===== config.mk =====
export PLATFORM = sky130hd
export DESIGN_NAME = window_serializer
export DESIGN_NICKNAME = d
export VERILOG_FILES = /design/src/rtl/window_serializer.sv
export SDC_FILE = /design/constraint.sdc
export NUM_CORES = 1
export LEC_CHECK = 0
export ABC_CLOCK_PERIOD_IN_PS = 9000
export CORE_MARGIN = 3
export CORE_UTILIZATION = 56
export DETAILED_ROUTE_END_ITERATION = 8
export GPL_TIMING_DRIVEN = 0
export PLACE_DENSITY_LB_ADDON = 0.1
export SETUP_SLACK_MARGIN = 0.3
export SYNTH_ARGS = -nofsm -noshare
export SYNTH_HDL_FRONTEND = slang
export SYNTH_SLANG_ARGS = --single-unit

===== constraint.sdc =====
create_clock -name clk -period 9 [get_ports clk]
set_clock_uncertainty 0.2 [all_clocks]
set_input_delay 1.8 -clock clk [delete_from_list [all_inputs] [get_ports clk]]
set_output_delay 1.8 -clock clk [all_outputs]
set_load 0.005 [all_outputs]

===== src/rtl/window_serializer.sv =====
// window_serializer: parallel-in / serial-out window streamer.
// Captures one flattened window of DEPTH words on a load handshake, then
// streams it oldest-first (word DEPTH-1 down to word 0) over valid/ready.
// Ports:
//   clk, rst_n          clock, asynchronous active-low reset
//   load_valid/ready    window load handshake
//   data_in_flat        word k at bits [(k+1)*WORD_WIDTH-1 : k*WORD_WIDTH]
//   dout/valid/ready    serial output stream
//   dout_last           high with word 0, the final beat of a window
//   busy                a window is being streamed
module window_serializer #(
    parameter int unsigned WORD_WIDTH = 4,
    parameter int unsigned DEPTH      = 21
) (
    input  logic                          clk,
    input  logic                          rst_n,
    input  logic                          load_valid,
    output logic                          load_ready,
    input  logic [WORD_WIDTH*DEPTH-1:0]   data_in_flat,
    output logic [WORD_WIDTH-1:0]         dout,
    output logic                          dout_valid,
    input  logic                          dout_ready,
    output logic                          dout_last,
    output logic                          busy
);

    localparam int unsigned IDX_W = (DEPTH > 1) ? $clog2(DEPTH) : 1;
    localparam logic [IDX_W-1:0] IDX_TOP = IDX_W'(DEPTH - 1);

    typedef enum logic {
        IDLE = 1'b0,
        SEND = 1'b1
    } state_t;

    state_t                state;
    logic [IDX_W-1:0]      idx;
    logic [IDX_W-1:0]      idx_dec;
    logic [WORD_WIDTH-1:0] buffer [DEPTH];

    // Index of the word presented after the current beat completes.
    assign idx_dec = idx - IDX_W'(1);

    // Control FSM, window buffer and registered stream outputs.
    always_ff @(posedge clk or negedge rst_n) begin
        if (!rst_n) begin
            state      <= IDLE;
            idx        <= '0;
            dout       <= '0;
            dout_valid <= 1'b0;
            dout_last  <= 1'b0;
            busy       <= 1'b0;
            load_ready <= 1'b1;
            for (int k = 0; k < int'(DEPTH); k++) begin
                buffer[k] <= '0;
            end
        end else begin
            case (state)
                IDLE: begin
                    if (load_valid) begin
                        for (int k = 0; k < int'(DEPTH); k++) begin
                            buffer[k] <= data_in_flat[k*WORD_WIDTH +: WORD_WIDTH];
                        end
                        // First word is taken straight from the input so it is
                        // presented on the cycle after the handshake.
                        dout       <= data_in_flat[(DEPTH-1)*WORD_WIDTH +: WORD_WIDTH];
                        idx        <= IDX_TOP;
                        dout_valid <= 1'b1;
                        dout_last  <= 1'b0;
                        busy       <= 1'b1;
                        load_ready <= 1'b0;
                        state      <= SEND;
                    end
                end
                SEND: begin
                    // Without dout_ready everything holds: no skip, no repeat.
                    if (dout_ready) begin
                        if (idx != '0) begin
                            idx       <= idx_dec;
                            dout      <= buffer[idx_dec];
                            dout_last <= (idx_dec == '0);
                        end else begin
                            dout_valid <= 1'b0;
                            dout_last  <= 1'b0;
                            busy       <= 1'b0;
                            load_ready <= 1'b1;
                            state      <= IDLE;
                        end
                    end
                end
                default: begin
                    state <= IDLE;
                end
            endcase
        end
    end

endmodule

==> results of run 1 <==
-- synth_stat cells (all sizes together) --
| cell type | instances |
|---|---|
| o21ai | 8 |
| nand3 | 8 |
| nand4b | 2 |
| nor2 | 17 |
| nand2b | 3 |
| nor3b | 4 |
| or2 | 2 |
| a311oi | 2 |
| nor3 | 10 |
| nand4 | 1 |
| ha | 3 |
| a22oi | 1 |
| a22o | 1 |
| inv | 3 |
| clkbuf | 19 |
| a31oi | 3 |
| nand3b | 1 |
| a21oi | 4 |
| xnor2 | 3 |
| a211o | 1 |
| mux2 | 2 |
| mux2i | 4 |
| or4b | 1 |
| o32a | 3 |
| and2b | 3 |
| o31ai | 1 |
| o211ai | 3 |
| and2 | 2 |
| clkinv | 1 |
| nor2b | 6 |
| a2111oi | 5 |
| o2bb2ai | 1 |
| dfrtp | 96 |
| o22a | 1 |
| buf | 14 |
| xor2 | 1 |
| dfstp | 1 |
| mux4 | 18 |
| nand2 | 259 |
-- final timing paths --
kind                                 start    endpoint  slack (ps)  depth (start not counted)
worst min-delay path            buffer[28]  buffer[28]         280                          2
worst max register to register      idx[0]     dout[2]        5020                         10
worst max-delay path            load_valid  buffer[16]        4910                          7
min in group asynchronous            rst_n  buffer[57]        1200                          1
worst min register to register  buffer[28]  buffer[28]         280                          2
max in group asynchronous            rst_n  load_ready        6720                          2
-- layout by cell type, fill, tap and decap left out, types with 3 or more instances in the layout --
| master | n |
|---|---|
| inv_1 | 3 |
| clkbuf_8 | 9 |
| clkdlybuf4s50_1 | 94 |
| nor3b_1 | 4 |
| and2b_1 | 3 |
| a21oi_1 | 4 |
| ha_1 | 3 |
| buf_4 | 3 |
| o21ai_0 | 4 |
| nor2_2 | 3 |
| o32a_1 | 3 |
| nor2b_1 | 5 |
| o211ai_1 | 3 |
| nor2_1 | 14 |
| a2111oi_0 | 3 |
| buf_1 | 4 |
| nand2_1 | 259 |
| o21ai_1 | 4 |
| nor3_1 | 10 |
| dfrtp_1 | 96 |
| nand2b_1 | 3 |
| a31oi_1 | 3 |
| nand3_1 | 7 |
| mux2i_1 | 4 |
| buf_2 | 6 |
| mux4_2 | 18 |
| clkbuf_1 | 20 |
-- registers in the layout, summed over array words and instances, names as in the netlist --
register	cells
busy	1
load_ready	1
dout	4
dout_last	1
state	1
idx	5
buffer	84
-- report_power, final --
group          total, mW  switching (mW)  internal [mW]
clock              0.315           0.156          0.158
sequential         0.751           0.114          0.637
combinational      0.935           0.497          0.438
-- layout make-up --
cell class                 instances  area (um2)  share of cell area [%]
sequential                        97        2430                    40.2
timing repair buffer              96         976                    16.1
inverter                           4        15.0                   0.248
tap                              102         128                    2.11
clock inverter                     6        91.3                    1.51
buffer                            33         154                    2.54
multi-input combinational        384        2130                    35.2
clock buffer                      10         128                    2.11
-- layer usage --
metal  vias up  global-route usage [%]  part of all wire, %
li1       1908                       -                    -
met1      2028                    38.6                   43
met2       165                    45.9                   50
met3        21                    4.00                  6.1
met4         0                    7.67                  1.5
met5         -                       0                    0
-- critical path: stages --
cell and delay, ps:
clkdlybuf4s50_1 520, nor2b_1 140, clkbuf_1 420, buf_1 580
clkbuf_1 480, nand2_1 140, nand2_1 90
-- logic make-up (layout without fill, tap and decap cells) --
family | count (synthesis) | in the layout | share of synthesized area, %
flip-flops | 97 | 97 | 51.4
XOR/XNOR | 4 | 4 | 0.900
AND/OR/NAND/NOR | 319 | 319 | 28.0
buffers and inverters | 37 | 149 | 3.57
multiplexers | 24 | 24 | 9.90
AO/OA/AOI/OAI | 34 | 34 | 5.40
adder cells (fa/ha/maj) | 3 | 3 | 0.794
==> metrics.yaml, run 1 <==
synth:
  syn_inst: 518
  synth_area_leaders: "dfrtp_1 51%, nand2_1 21%, mux4_2 8.6%"
  yosysTopAreaCell: "dfrtp_1"
  syn_nets: 609
  yosys.area.top_type_share_pct: 50.8
  yosys_warnings: 0
  ys_ff_latch: 97
  synthDistinctLibCells: 48
  synth.avg_cell_area_um2: 9.12
  seq_area_frac_synth_pct: 51.4
  synth_area_um2: 4730
power_and_ir_drop:
  irDropWorstVdd_mv: 0.145
  power.total_mw: 2.00
  leakage_nw: 2.87
  power_density_nw_per_um2: 331
placement:
  pre_cts_slack_ps: 4650
  numPortBuffers: 95
  placed_cells: 716
  hpwlAfterDp_mm: 9.27
  gp_congestion: 0.912
  place_area_um2: 5830
critical_path:
  crit_type: "in2reg"
  startpoint_type: "input port"
  critPathRequiredTime_ps: 9100
  endpoint_kind: "flip-flop"
  path_max_fanout: 10
  crit_arrival_ps: 4190
final_layout:
  final_cells: 732
  nFillCells: 582
  final_util_pct: 75.9
  drive_gt1_share_pct: 9.05
  design_area_um2: 6050
  nets: 716
  syn2layout_area_growth_pct: 28.0
  diodes: 0
clocking:
  cts_setup_buffers: 0
  cts.sink_count: 97
  cts_root_buf: "clkbuf_8"
  clock_path_buffers: 2
  ctsHoldBuffers: 0
  htree_levels: 3
  clk_pin_slew_worst_paths_ps: 100
  cts_inserted_buffers: 9
  cts_tree: "done"
  clk_latency_ps: 360
  post_cts_resized: 0
sta:
  setup_viol: 0
  worst_slew_pin_slew_ps: 693
  hold_viol: 0
  finalCriticalPeriod_ps: 4090
  fin_ws_ps: 4910
  slew_viol_final: 0
  whs_ps: 281
  setup-tns-final_ps: 0
  period_share_pct: 45.4
  fmax_mhz: 245
  maxSlewHeadroom_pct: 53.8
  rsz0062_at_grt: "false"
hold_path:
  min_path_type: "reg2reg"
route:
  wl_mm: 12.7
  viasPerCell: 5.63
  postRouteAntennaNets: 0
  post-route-drc-count: 0
  post_drt_wl_per_cell_um: 17.3
  vias: 4122
  dr.pass1.iters: 5
  drtIter0Drc: 289
global_routing:
  grt_max_degree: 60
  grt-ovfl-total: 0
  grt_pass1_vias: 4203
  grt_pass1_wl_mm: 21.0
  antenna_found_initial: 0
  grtUsageTotal_pct: 27.7
floorplanning:
  die_y_um: 97.9
  io_pins: 96
  num_rows: 32
  dieArea_um2: 9580
  dieWidth_um: 97.9
  start_util_pct: 59.3
  coreArea_um2: 7970
run:
  cap_violations: 0
status:
  status: "complete, no violations"
Power figures use the tool's default switching activity.
==> inputs of run 2 (changes only) <==
--- a/config.mk
+++ b/config.mk
@@ -5,9 +5,9 @@
 export SDC_FILE = /design/constraint.sdc
 export NUM_CORES = 1
 export LEC_CHECK = 0
-export ABC_CLOCK_PERIOD_IN_PS = 9000
+export ABC_CLOCK_PERIOD_IN_PS = 4100
 export CORE_MARGIN = 3
-export CORE_UTILIZATION = 56
+export CORE_UTILIZATION = 52
 export DETAILED_ROUTE_END_ITERATION = 8
 export GPL_TIMING_DRIVEN = 0
 export PLACE_DENSITY_LB_ADDON = 0.1
==> constraint.sdc (replaced) <==
create_clock -name clk -period 4.1 [get_ports clk]
set_clock_uncertainty 0.2 [all_clocks]
set_input_delay 0.82 -clock clk [delete_from_list [all_inputs] [get_ports clk]]
set_output_delay 0.82 -clock clk [all_outputs]
set_load 0.005 [all_outputs]
==> run 2 against run 1 <==
Sequential share of layout area up 0.15 points. Via count fell by 1.9%. Final cell count grew 0.82%. First-iteration DRC count shrank 28%. Register-to-register slack lost 4400 ps. Sequential power up 120%. Power up 110%. Clock-buffer cell count unchanged. Hold slack worse by 92 ps. Non-clock buffer count unchanged. Sequential cell count stayed put. Clock power up 94%.
==> metrics.yaml, run 2 (synthesized netlist as in run 1, its figures left out) <==
power_and_ir_drop:
  power_density_nw_per_um2: 708
  power.total_mw: 4.27
  irDropWorstVdd_mv: 0.281
  leakage_nw: 2.85
critical_path:
  timing.critical_path.buf_inv: 6
  startpoint_type: "flip-flop"
  reg2reg_depth: 10
  path_depth: 10
  crit_arrival_ps: 3490
  crit_path_max_incr_delay_ps: 430
  path_max_fanout: 10
  crit_type: "reg2reg"
  critPathRequiredTime_ps: 4140
  endpoint_kind: "flip-flop"
  critical_path.most_common_cell: "buf_2"
  crit_slowest_cell: "a2111oi_0"
  path_cells: "buf_2 -> buf_2 -> inv_1 -> ha_1 -> buf_2 -> buf_4 -> clkbuf_2 -> mux4_2 -> a2111oi_0 -> nor3_1"
  critPathTopFamily: "buffers and inverters"
final_layout:
  diodes: 0
  syn2layout_area_growth_pct: 27.5
  final_util_pct: 68.8
  nets: 716
  drive_gt1_share_pct: 9.37
  largest_reg_flops: 84
  nFillCells: 734
  biggestRegsByFlops: "buffer (84), idx (5), dout (4)"
  regMostFlops: "buffer"
  final_cell_mix: "259 x nand2_1, 96 x dfrtp_1, 94 x clkdlybuf4s50_1"
  final_cells: 738
  final_common_cell: "nand2_1"
run:
  cap_violations: 0
route:
  post-route-drc-count: 0
  postRouteAntennaNets: 0
  drtIter0Drc: 208
  dr.pass1.iters: 4
  wl_mm: 12.1
  viasPerCell: 5.48
  post_drt_wl_per_cell_um: 16.4
  vias: 4045
floorplanning:
  die_y_um: 101
  dieWidth_um: 101
  coreArea_um2: 8760
  num_rows: 34
  start_util_pct: 53.9
  dieArea_um2: 10300
  io_pins: 96
sta:
  period_share_pct: 84.1
  finalCriticalPeriod_ps: 3450
  rsz0062_at_grt: "false"
  maxSlewHeadroom_pct: 55.7
  hold_viol: 0
  fmax_mhz: 290
  slew_viol_final: 0
  setup-tns-final_ps: 0
  setup_viol: 0
  worst_slew_pin_slew_ps: 658
  whs_ps: 189
clocking:
  post_cts_resized: 0
  htree_levels: 3
  clk_pin_slew_worst_paths_ps: 100
  cts.sink_count: 97
  clock_path_buffers: 2
  cts_tree: "done"
  ctsHoldBuffers: 0
  cts_root_buf: "clkbuf_8"
  cts_setup_buffers: 0
  clk_latency_ps: 370
  cts_inserted_buffers: 9
global_routing:
  grt-ovfl-total: 0
  grtUsageTotal_pct: 24.9
  grt_pass1_wl_mm: 19.6
  grt_max_degree: 66
  antenna_found_initial: 0
  grt_pass1_vias: 3995
status:
  status: "complete, no violations"
placement:
  numPortBuffers: 95
  gp_congestion: 0.850
  hpwlAfterDp_mm: 9.13
  placed_cells: 722
hold_path:
  min_path_type: "in2async"
## run 2: changes by cell type in the layout (fill, tap and decap cells not counted)
cell        before  now
inv_8            0    1
bufinv_16        2    0
clkinvlp_4       0    1
inv_6            1    2
clkinv_4         2    1
clkbuf_2         0    1
clkbuf_8         9   10
clkbuf_1        20   18
## run 2: worst reg2reg max path, cell delays in order (launching register included)
cell and delay (ps):
dfrtp_1 360, buf_2 290, buf_2 350, inv_1 150, ha_1 300, buf_2 200, buf_4 270, clkbuf_2 350
mux4_2 350, a2111oi_0 430, nor3_1 80
## run 2: report_power, final
group | internal, mW | leakage, nW | switching, mW
clock network | 0.246 | 0.0952 | 0.363
registers | 1.40 | 1.20 | 0.247
logic | 0.963 | 1.56 | 1.05
## run 2: path summary, 6_finish.rpt
check / end / slack, ps / from
max in group asynchronous: load_ready / 2820 / rst_n
min in group clk: buffer[26] / 280 / buffer[26]
max reg2reg: dout[2] / 650 / idx[0]
min reg2reg: buffer[26] / 280 / buffer[26]
min: buffer[4] / 190 / rst_n
max: dout[2] / 650 / idx[0]
## run 2: area by class of cell
| cell class | count | area (um2) | area share, % |
|---|---|---|---|
| Inverter | 4 | 15.0 | 0.249 |
| Clock buffer | 10 | 138 | 2.28 |
| Buffer | 33 | 155 | 2.57 |
| Timing Repair Buffer | 96 | 976 | 16.2 |
| Multi-Input combinational cell | 384 | 2130 | 35.3 |
| Tap cell | 108 | 135 | 2.24 |
| Sequential cell | 97 | 2430 | 40.3 |
| Clock inverter | 6 | 50.0 | 0.831 |
## run 2: metrics by stage
| stage | cell area (um2) | setup WS [ps] |
|---|---|---|
| final | 6030 | 653 |
| after global routing | 6030 | 381 |
| after CTS | 6020 | 390 |
| after detailed placement | 5840 | 386 |
| after global placement | 5810 | -1530 |
| after floorplan | 4730 | 1120 |
## run 2: routing by layer
layer | up-vias | wire [um] | GRT usage (%)
met5 | - | 0 | 0
met4 | 0 | 215 | 8.49
met3 | 17 | 734 | 4.13
met2 | 131 | 5950 | 40.2
met1 | 1989 | 5240 | 34.5
li1 | 1908 | - | -
